`config.mk`:
```
export PLATFORM = sky130hd
export DESIGN_NAME = vga_sync_gen
export DESIGN_NICKNAME = d
export VERILOG_FILES = /design/src/rtl/vga_sync_gen_pkg.sv /design/src/rtl/vga_axis_counter.sv /design/src/rtl/vga_sync_gen.sv
export SDC_FILE = /design/constraint.sdc
export NUM_CORES = 1
export LEC_CHECK = 0
export CAP_MARGIN = 25
export CORE_ASPECT_RATIO = 0.75
export CORE_MARGIN = 2
export CORE_UTILIZATION = 25
export CTS_CLUSTER_DIAMETER = 40
export DETAILED_ROUTE_END_ITERATION = 7
export PLACE_DENSITY = 0.57
export SLEW_MARGIN = 20
export SYNTH_ARGS = -nofsm -noshare
export SYNTH_HDL_FRONTEND = slang
export SYNTH_HIERARCHICAL = 1
export SYNTH_SLANG_ARGS = --single-unit
```
`constraint.sdc`:
```
create_clock -name wb_clk_i -period 8.4 [get_ports wb_clk_i]
set_clock_uncertainty 0.05 [all_clocks]
set_input_delay 1.68 -clock wb_clk_i [delete_from_list [all_inputs] [get_ports wb_clk_i]]
set_output_delay 1.68 -clock wb_clk_i [all_outputs]
set_load 0.05 [all_outputs]
```
`src/rtl/vga_sync_gen_pkg.sv`:
```
// Shared VGA timing defaults (640x480@72, 832x520 total) and sync-polarity helpers
// used by the sync generator and by the parallax scene logic.
package vga_sync_gen_pkg;

  localparam int unsigned DEF_H_ACTIVE = 640;
  localparam int unsigned DEF_H_FP     = 24;
  localparam int unsigned DEF_H_SYNC   = 40;
  localparam int unsigned DEF_H_BP     = 128;

  localparam int unsigned DEF_V_ACTIVE = 480;
  localparam int unsigned DEF_V_FP     = 9;
  localparam int unsigned DEF_V_SYNC   = 3;
  localparam int unsigned DEF_V_BP     = 28;

  localparam int unsigned DEF_CW  = 10;
  localparam int unsigned FRAME_W = 8;
  localparam int unsigned RGB_W   = 3;

  // SYNC_POL is the asserted level of hsync/vsync; the idle level is its inverse.
  localparam logic SYNC_ACTIVE_LOW  = 1'b0;
  localparam logic SYNC_ACTIVE_HIGH = 1'b1;

  // Registered output bundle; all three fields move together, one pixel behind x/y.
  typedef struct packed {
    logic             hsync;
    logic             vsync;
    logic [RGB_W-1:0] rgb;
  } vga_out_t;

  function automatic logic sync_level(input logic pol, input logic in_sync);
    return in_sync ? pol : ~pol;
  endfunction

endpackage

```
`src/rtl/vga_axis_counter.sv`:
```
// One timing axis: a wrapping position counter with active and sync-window decode.
// Used once per line (horizontal) and once per frame (vertical).
module vga_axis_counter #(
  parameter int unsigned ACTIVE = 640,
  parameter int unsigned FP     = 24,
  parameter int unsigned SYNC   = 40,
  parameter int unsigned BP     = 128,
  parameter int unsigned CW     = 10
) (
  input  logic          clk,
  input  logic          rst,
  input  logic          inc,
  output logic [CW-1:0] cnt,
  output logic          wrap,
  output logic          in_active,
  output logic          in_sync
);

  localparam int unsigned TOTAL = ACTIVE + FP + SYNC + BP;

  // Inclusive bounds keep every constant below TOTAL, so they fit CW even when TOTAL == 2**CW.
  localparam logic [CW-1:0] CNT_LAST    = CW'(TOTAL - 1);
  localparam logic [CW-1:0] ACTIVE_LAST = CW'(ACTIVE - 1);
  localparam logic [CW-1:0] SYNC_FIRST  = CW'(ACTIVE + FP);
  localparam logic [CW-1:0] SYNC_LAST   = CW'(ACTIVE + FP + SYNC - 1);

  logic [CW-1:0] cnt_q;
  logic [CW-1:0] cnt_d;
  logic          at_last;

  always_comb begin
    at_last = (cnt_q == CNT_LAST);
    cnt_d   = cnt_q;
    if (inc) begin
      cnt_d = at_last ? '0 : cnt_q + CW'(1);
    end
  end

  always_ff @(posedge clk or posedge rst) begin
    if (rst) begin
      cnt_q <= '0;
    end else begin
      cnt_q <= cnt_d;
    end
  end

  // wrap is qualified by inc so it can directly clock the next axis.
  assign cnt       = cnt_q;
  assign wrap      = inc && at_last;
  assign in_active = (cnt_q <= ACTIVE_LAST);
  assign in_sync   = (cnt_q >= SYNC_FIRST) && (cnt_q <= SYNC_LAST);

endmodule

```
`src/rtl/vga_sync_gen.sv`:
```
// VGA timing generator: x/y counters, frame counter, and a registered hsync/vsync/rgb
// stage that lags the coordinates by exactly one pixel.
module vga_sync_gen
  import vga_sync_gen_pkg::*;
#(
  parameter int unsigned H_ACTIVE = DEF_H_ACTIVE,
  parameter int unsigned H_FP     = DEF_H_FP,
  parameter int unsigned H_SYNC   = DEF_H_SYNC,
  parameter int unsigned H_BP     = DEF_H_BP,
  parameter int unsigned V_ACTIVE = DEF_V_ACTIVE,
  parameter int unsigned V_FP     = DEF_V_FP,
  parameter int unsigned V_SYNC   = DEF_V_SYNC,
  parameter int unsigned V_BP     = DEF_V_BP,
  parameter logic        SYNC_POL = SYNC_ACTIVE_LOW,
  parameter int unsigned CW       = DEF_CW
) (
  input  logic               wb_clk_i,
  input  logic               wb_rst_i,
  input  logic               pix_en,
  input  logic [RGB_W-1:0]   rgb_in,
  output logic [CW-1:0]      x,
  output logic [CW-1:0]      y,
  output logic               active,
  output logic               line_start,
  output logic               frame_start,
  output logic [FRAME_W-1:0] frame_cnt,
  output logic               hsync,
  output logic               vsync,
  output logic [RGB_W-1:0]   rgb
);

  localparam vga_out_t OUT_RESET = '{
    hsync: sync_level(SYNC_POL, 1'b0),
    vsync: sync_level(SYNC_POL, 1'b0),
    rgb:   '0
  };

  logic h_wrap;
  logic h_in_active;
  logic h_in_sync;
  logic v_wrap;
  logic v_in_active;
  logic v_in_sync;

  vga_axis_counter #(
    .ACTIVE (H_ACTIVE),
    .FP     (H_FP),
    .SYNC   (H_SYNC),
    .BP     (H_BP),
    .CW     (CW)
  ) u_h_cnt (
    .clk       (wb_clk_i),
    .rst       (wb_rst_i),
    .inc       (pix_en),
    .cnt       (x),
    .wrap      (h_wrap),
    .in_active (h_in_active),
    .in_sync   (h_in_sync)
  );

  // v_wrap therefore fires only on the last pixel of the last line: the frame boundary.
  vga_axis_counter #(
    .ACTIVE (V_ACTIVE),
    .FP     (V_FP),
    .SYNC   (V_SYNC),
    .BP     (V_BP),
    .CW     (CW)
  ) u_v_cnt (
    .clk       (wb_clk_i),
    .rst       (wb_rst_i),
    .inc       (pix_en & h_wrap),
    .cnt       (y),
    .wrap      (v_wrap),
    .in_active (v_in_active),
    .in_sync   (v_in_sync)
  );

  assign active      = h_in_active && v_in_active;
  assign line_start  = (x == '0);
  assign frame_start = (x == '0) && (y == '0);

  vga_out_t             out_q;
  vga_out_t             out_d;
  logic [FRAME_W-1:0]   frame_cnt_q;
  logic [FRAME_W-1:0]   frame_cnt_d;

  always_comb begin
    out_d       = out_q;
    frame_cnt_d = frame_cnt_q;
    if (pix_en) begin
      out_d.hsync = sync_level(SYNC_POL, h_in_sync);
      out_d.vsync = sync_level(SYNC_POL, v_in_sync);
      out_d.rgb   = active ? rgb_in : '0;
    end
    if (v_wrap) begin
      frame_cnt_d = frame_cnt_q + FRAME_W'(1);
    end
  end

  always_ff @(posedge wb_clk_i or posedge wb_rst_i) begin
    if (wb_rst_i) begin
      out_q       <= OUT_RESET;
      frame_cnt_q <= '0;
    end else begin
      out_q       <= out_d;
      frame_cnt_q <= frame_cnt_d;
    end
  end

  assign hsync     = out_q.hsync;
  assign vsync     = out_q.vsync;
  assign rgb       = out_q.rgb;
  assign frame_cnt = frame_cnt_q;

endmodule
```
==> summary.md <==
| Metric | Value |
|---|---|
| Largest vdd supply drop | 0.168 mV |
| DR iter-0 viols | 62 |
| R2r startpoint | u_h_cnt/cnt[1] |
| Max Cap Viol | 0 |
| Cells on worst reg2reg path | 9 |
| CP Capture Type | flop |
| Via count | 1383 |
| Clk sinks | 33 |
| Detailed placer's ending HPWL | 2.99 mm |
| Max H-tree Level | 2 |
| Die Area | 0.00748 mm² |
| CP peak stage delay | 860 ps |
| GR Util All Layers | 0.116 |
| Vert. Die Dim | 75.4 µm |
| Synth Flop Type | dfrtp_1 |
| Cts hold-fix bufs | 0 |
| Initial antenna violation count | 0 |
| Leak Pwr | 1.02 nW |
| TritonCTS clock tree | built |
| CP max FO | 16 |
| Antenna Cells | 0 |
| Core Util, Final | 0.360 |
| Pin count of the biggest net entering global routing | 17 |
| Final net count | 224 |
| Sequential area share after synthesis | 0.487 |
| RSZ-0062 raised after global routing | false |
| First drt pass iteration count | 4 |
| Core box area | 0.00644 mm² |
| Ys Warns | 6 |
| # port buffers | 41 |
| Max Clk Rate | 209 MHz |
| Critical Path RT | 8520 ps |
| Power consumption | 0.000469 W |
| Most crowded layer after global routing | met1 |
| Critical path type | primary input to flop |
| Synth Register Bits | 33 |
| M2 GR Usage | 0.154 |
| Cells along the critical path | clkdlybuf4s50_1 > nand4_1 > nor3_1 > and2_1 > and3_2 > and3_1 > and3_1 > nand4_1 > xnor2_1 |
| Setup TNS | 0 ps |
| Number of synthesized flops with an enable pin | 0 |
| CP Launch Type | primary input |
| Post-CTS Resized | 0 |
| Worst-margin pin slew | 610 ps |
| Initial Utilization | 0.264 |
| Final setup vio count | 0 |
| Mapped cell area | 0.00170 mm² |
| Clock Pin Slew Worst Setup and Hold Paths | 70 ps |
| IO Pins | 42 |
| Vias in the first global route | 1310 |
| Num rows | 25 |
| Die width | 99.2 µm |
| Final min period | 4780 ps |
| Cell variety after synth | 36 |
| Pins over their slew limit | 0 |
| GR Util met1 | 0.173 |
| CTS Root Buffer Type | clkbuf_8 |
| Final Hold Viols | 0 |
| Routed Antenna Nets | 0 |
| Leading area contributor after synthesis | dfrtp_1 |
| Setup repair bufs after CTS | 0 |
| Fin worst setup slack | 3620 ps |
| R2R Path End | frame_cnt[6] |
| Setup crit start | pix_en |
| Area Overhead vs Synth | 36.3% |
| Dominant cells by area after synthesis | dfrtp_1 46%, xnor2_1 6.2%, ha_1 4.4% |
| Number of fillers in the final layout | 669 |
| Clock Path Buffers | 2 |
| Outcome | complete, no violations |
| DR WL/cell | 14.1 µm |
| Total wire length | 4.15 mm |
| Hold WC Path Type | flop to flop |
| Grt ovf | 0 |
| Share of post-route cells with drive strength above 1 | 0.0845 |
| DP Worst Slack | 3310 ps |
| PD cells | 202 mW/mm² |
| Tcrit/Tclk final | 0.570 |
| R2R Setup Slk | 5340 ps |
| Setup crit end | frame_cnt[6] |
| Mapped Nets | 179 |
| Met3 Usage GRT | 0.0440 |
| First-pass GRT wire length | 6.81 mm |
| Syn avg cell area | 10.2 µm² |
| Vias per cell | 4.70 |
| Worst path arrival time | 4900 ps |
| Top-area cell type share of the netlist area | 0.456 |
| Inserted Clock Buffers | 5 |
| GP Congestion | 0.807 |
| Post-route DRC | 0 |
| Mapped Cells | 167 |
| Clk Latency, worst-skew pair | 280 ps |
| Slew Limit Headroom | 0.592 |
| Ys async rst share | 1.00 |
| CP max stage cell | clkdlybuf4s50_1 |
-- critical path: cells and delay by family --
family | cells | cell delay [ps]
buf+inv | 1 | 860
simple gates | 7 | 2200
xor+xnor | 1 | 150
-- metal layers --
layer / wire [µm] / up-vias / share of wire
met2: 1620 / 47 / 0.39
li1: - / 675 / -
met1: 2210 / 659 / 0.53
met4: 17 / 0 / 0.0041
met3: 301 / 2 / 0.073
met5: 0 / - / 0
-- kinds of logic after synthesis --
group,Yosys count,share of synthesized area
and+or+nand+nor,66,0.233
DFF,33,0.487
AOI/OAI and AO/OA,20,0.0714
xor gates and xnor gates,19,0.0979
buffers and inverters,19,0.0419
adders and majority gates,6,0.0441
muxes,4,0.0243
-- power by group --
| group | switching [W] | internal [W] | total [W] |
|---|---|---|---|
| combinational | 0.0000747 | 0.0000415 | 0.000116 |
| sequential | 0.0000258 | 0.000172 | 0.000198 |
| clock | 0.0000582 | 0.0000967 | 0.000155 |
| total | 0.000159 | 0.000310 | 0.000469 |
-- layout by cell type (no fill, tap or decap), drive strengths merged, types with 3 or more instances in the layout --
master         count
mux2i              3
nand2             17
xor2               7
or4                6
clkdlybuf4s50     41
and3               5
o22ai              4
xnor2             12
inv               16
nand4             12
o21ai              6
nor2               9
dfrtp             31
a21oi              5
ha                 6
clkbuf             7
nor3               5
-- worst min path at each step --
stage | slack [ps] | start | endpoint | depth (start not counted)
after CTS | 430 | hsync | hsync | 2
after detailed placement | 420 | frame_cnt[7] | frame_cnt[7] | 1
after global placement | 410 | frame_cnt[7] | frame_cnt[7] | 1
final | 430 | frame_cnt[7] | frame_cnt[7] | 1
after global routing | 460 | frame_cnt[7] | frame_cnt[7] | 1
after floorplan | 520 | hsync | hsync | 2
-- per-stage QoR --
stage               std cells  hold slack, ps  area, µm²
floorplan                 167             524       1700
global placement          286             414       2200
detailed placement        286             419       2200
CTS                       294             432       2320
global route              294             457       2320
finish                    294             427       2320
-- synthesized netlist by cell type, types with 2 or more instances --
library cell,count
nor4b_1,2
o31ai_1,2
or4_4,2
dfrtp_1,31
dfstp_2,2
nand4_1,10
and3_1,4
o22ai_1,4
nand2_1,17
inv_1,16
nor2_1,9
mux2i_1,3
nor3_1,5
nand4_2,2
ha_1,6
nand3_1,2
clkbuf_1,3
a21oi_1,4
xor2_1,7
xnor2_1,12
o21ai_0,6
or4_1,4
-- layout make-up --
| class | count | area, µm² | share of cell area |
|---|---|---|---|
| multi-input combinational | 115 | 801 | 0.346 |
| timing repair buffer | 41 | 410 | 0.177 |
| sequential | 33 | 828 | 0.357 |
| clock inverter | 1 | 30.0 | 0.0130 |
| tap | 81 | 101 | 0.0437 |
| clock buffer | 7 | 86.3 | 0.0373 |
| inverter | 16 | 60.1 | 0.0259 |
-- registers in the layout, summed over array words and instances (netlist names) --
| signal | flops |
|---|---|
| rgb | 3 |
| frame_cnt | 8 |
| hsync | 1 |
| u_h_cnt/cnt | 10 |
| vsync | 1 |
| u_v_cnt/cnt | 10 |
Power figures use the tool's default switching activity.
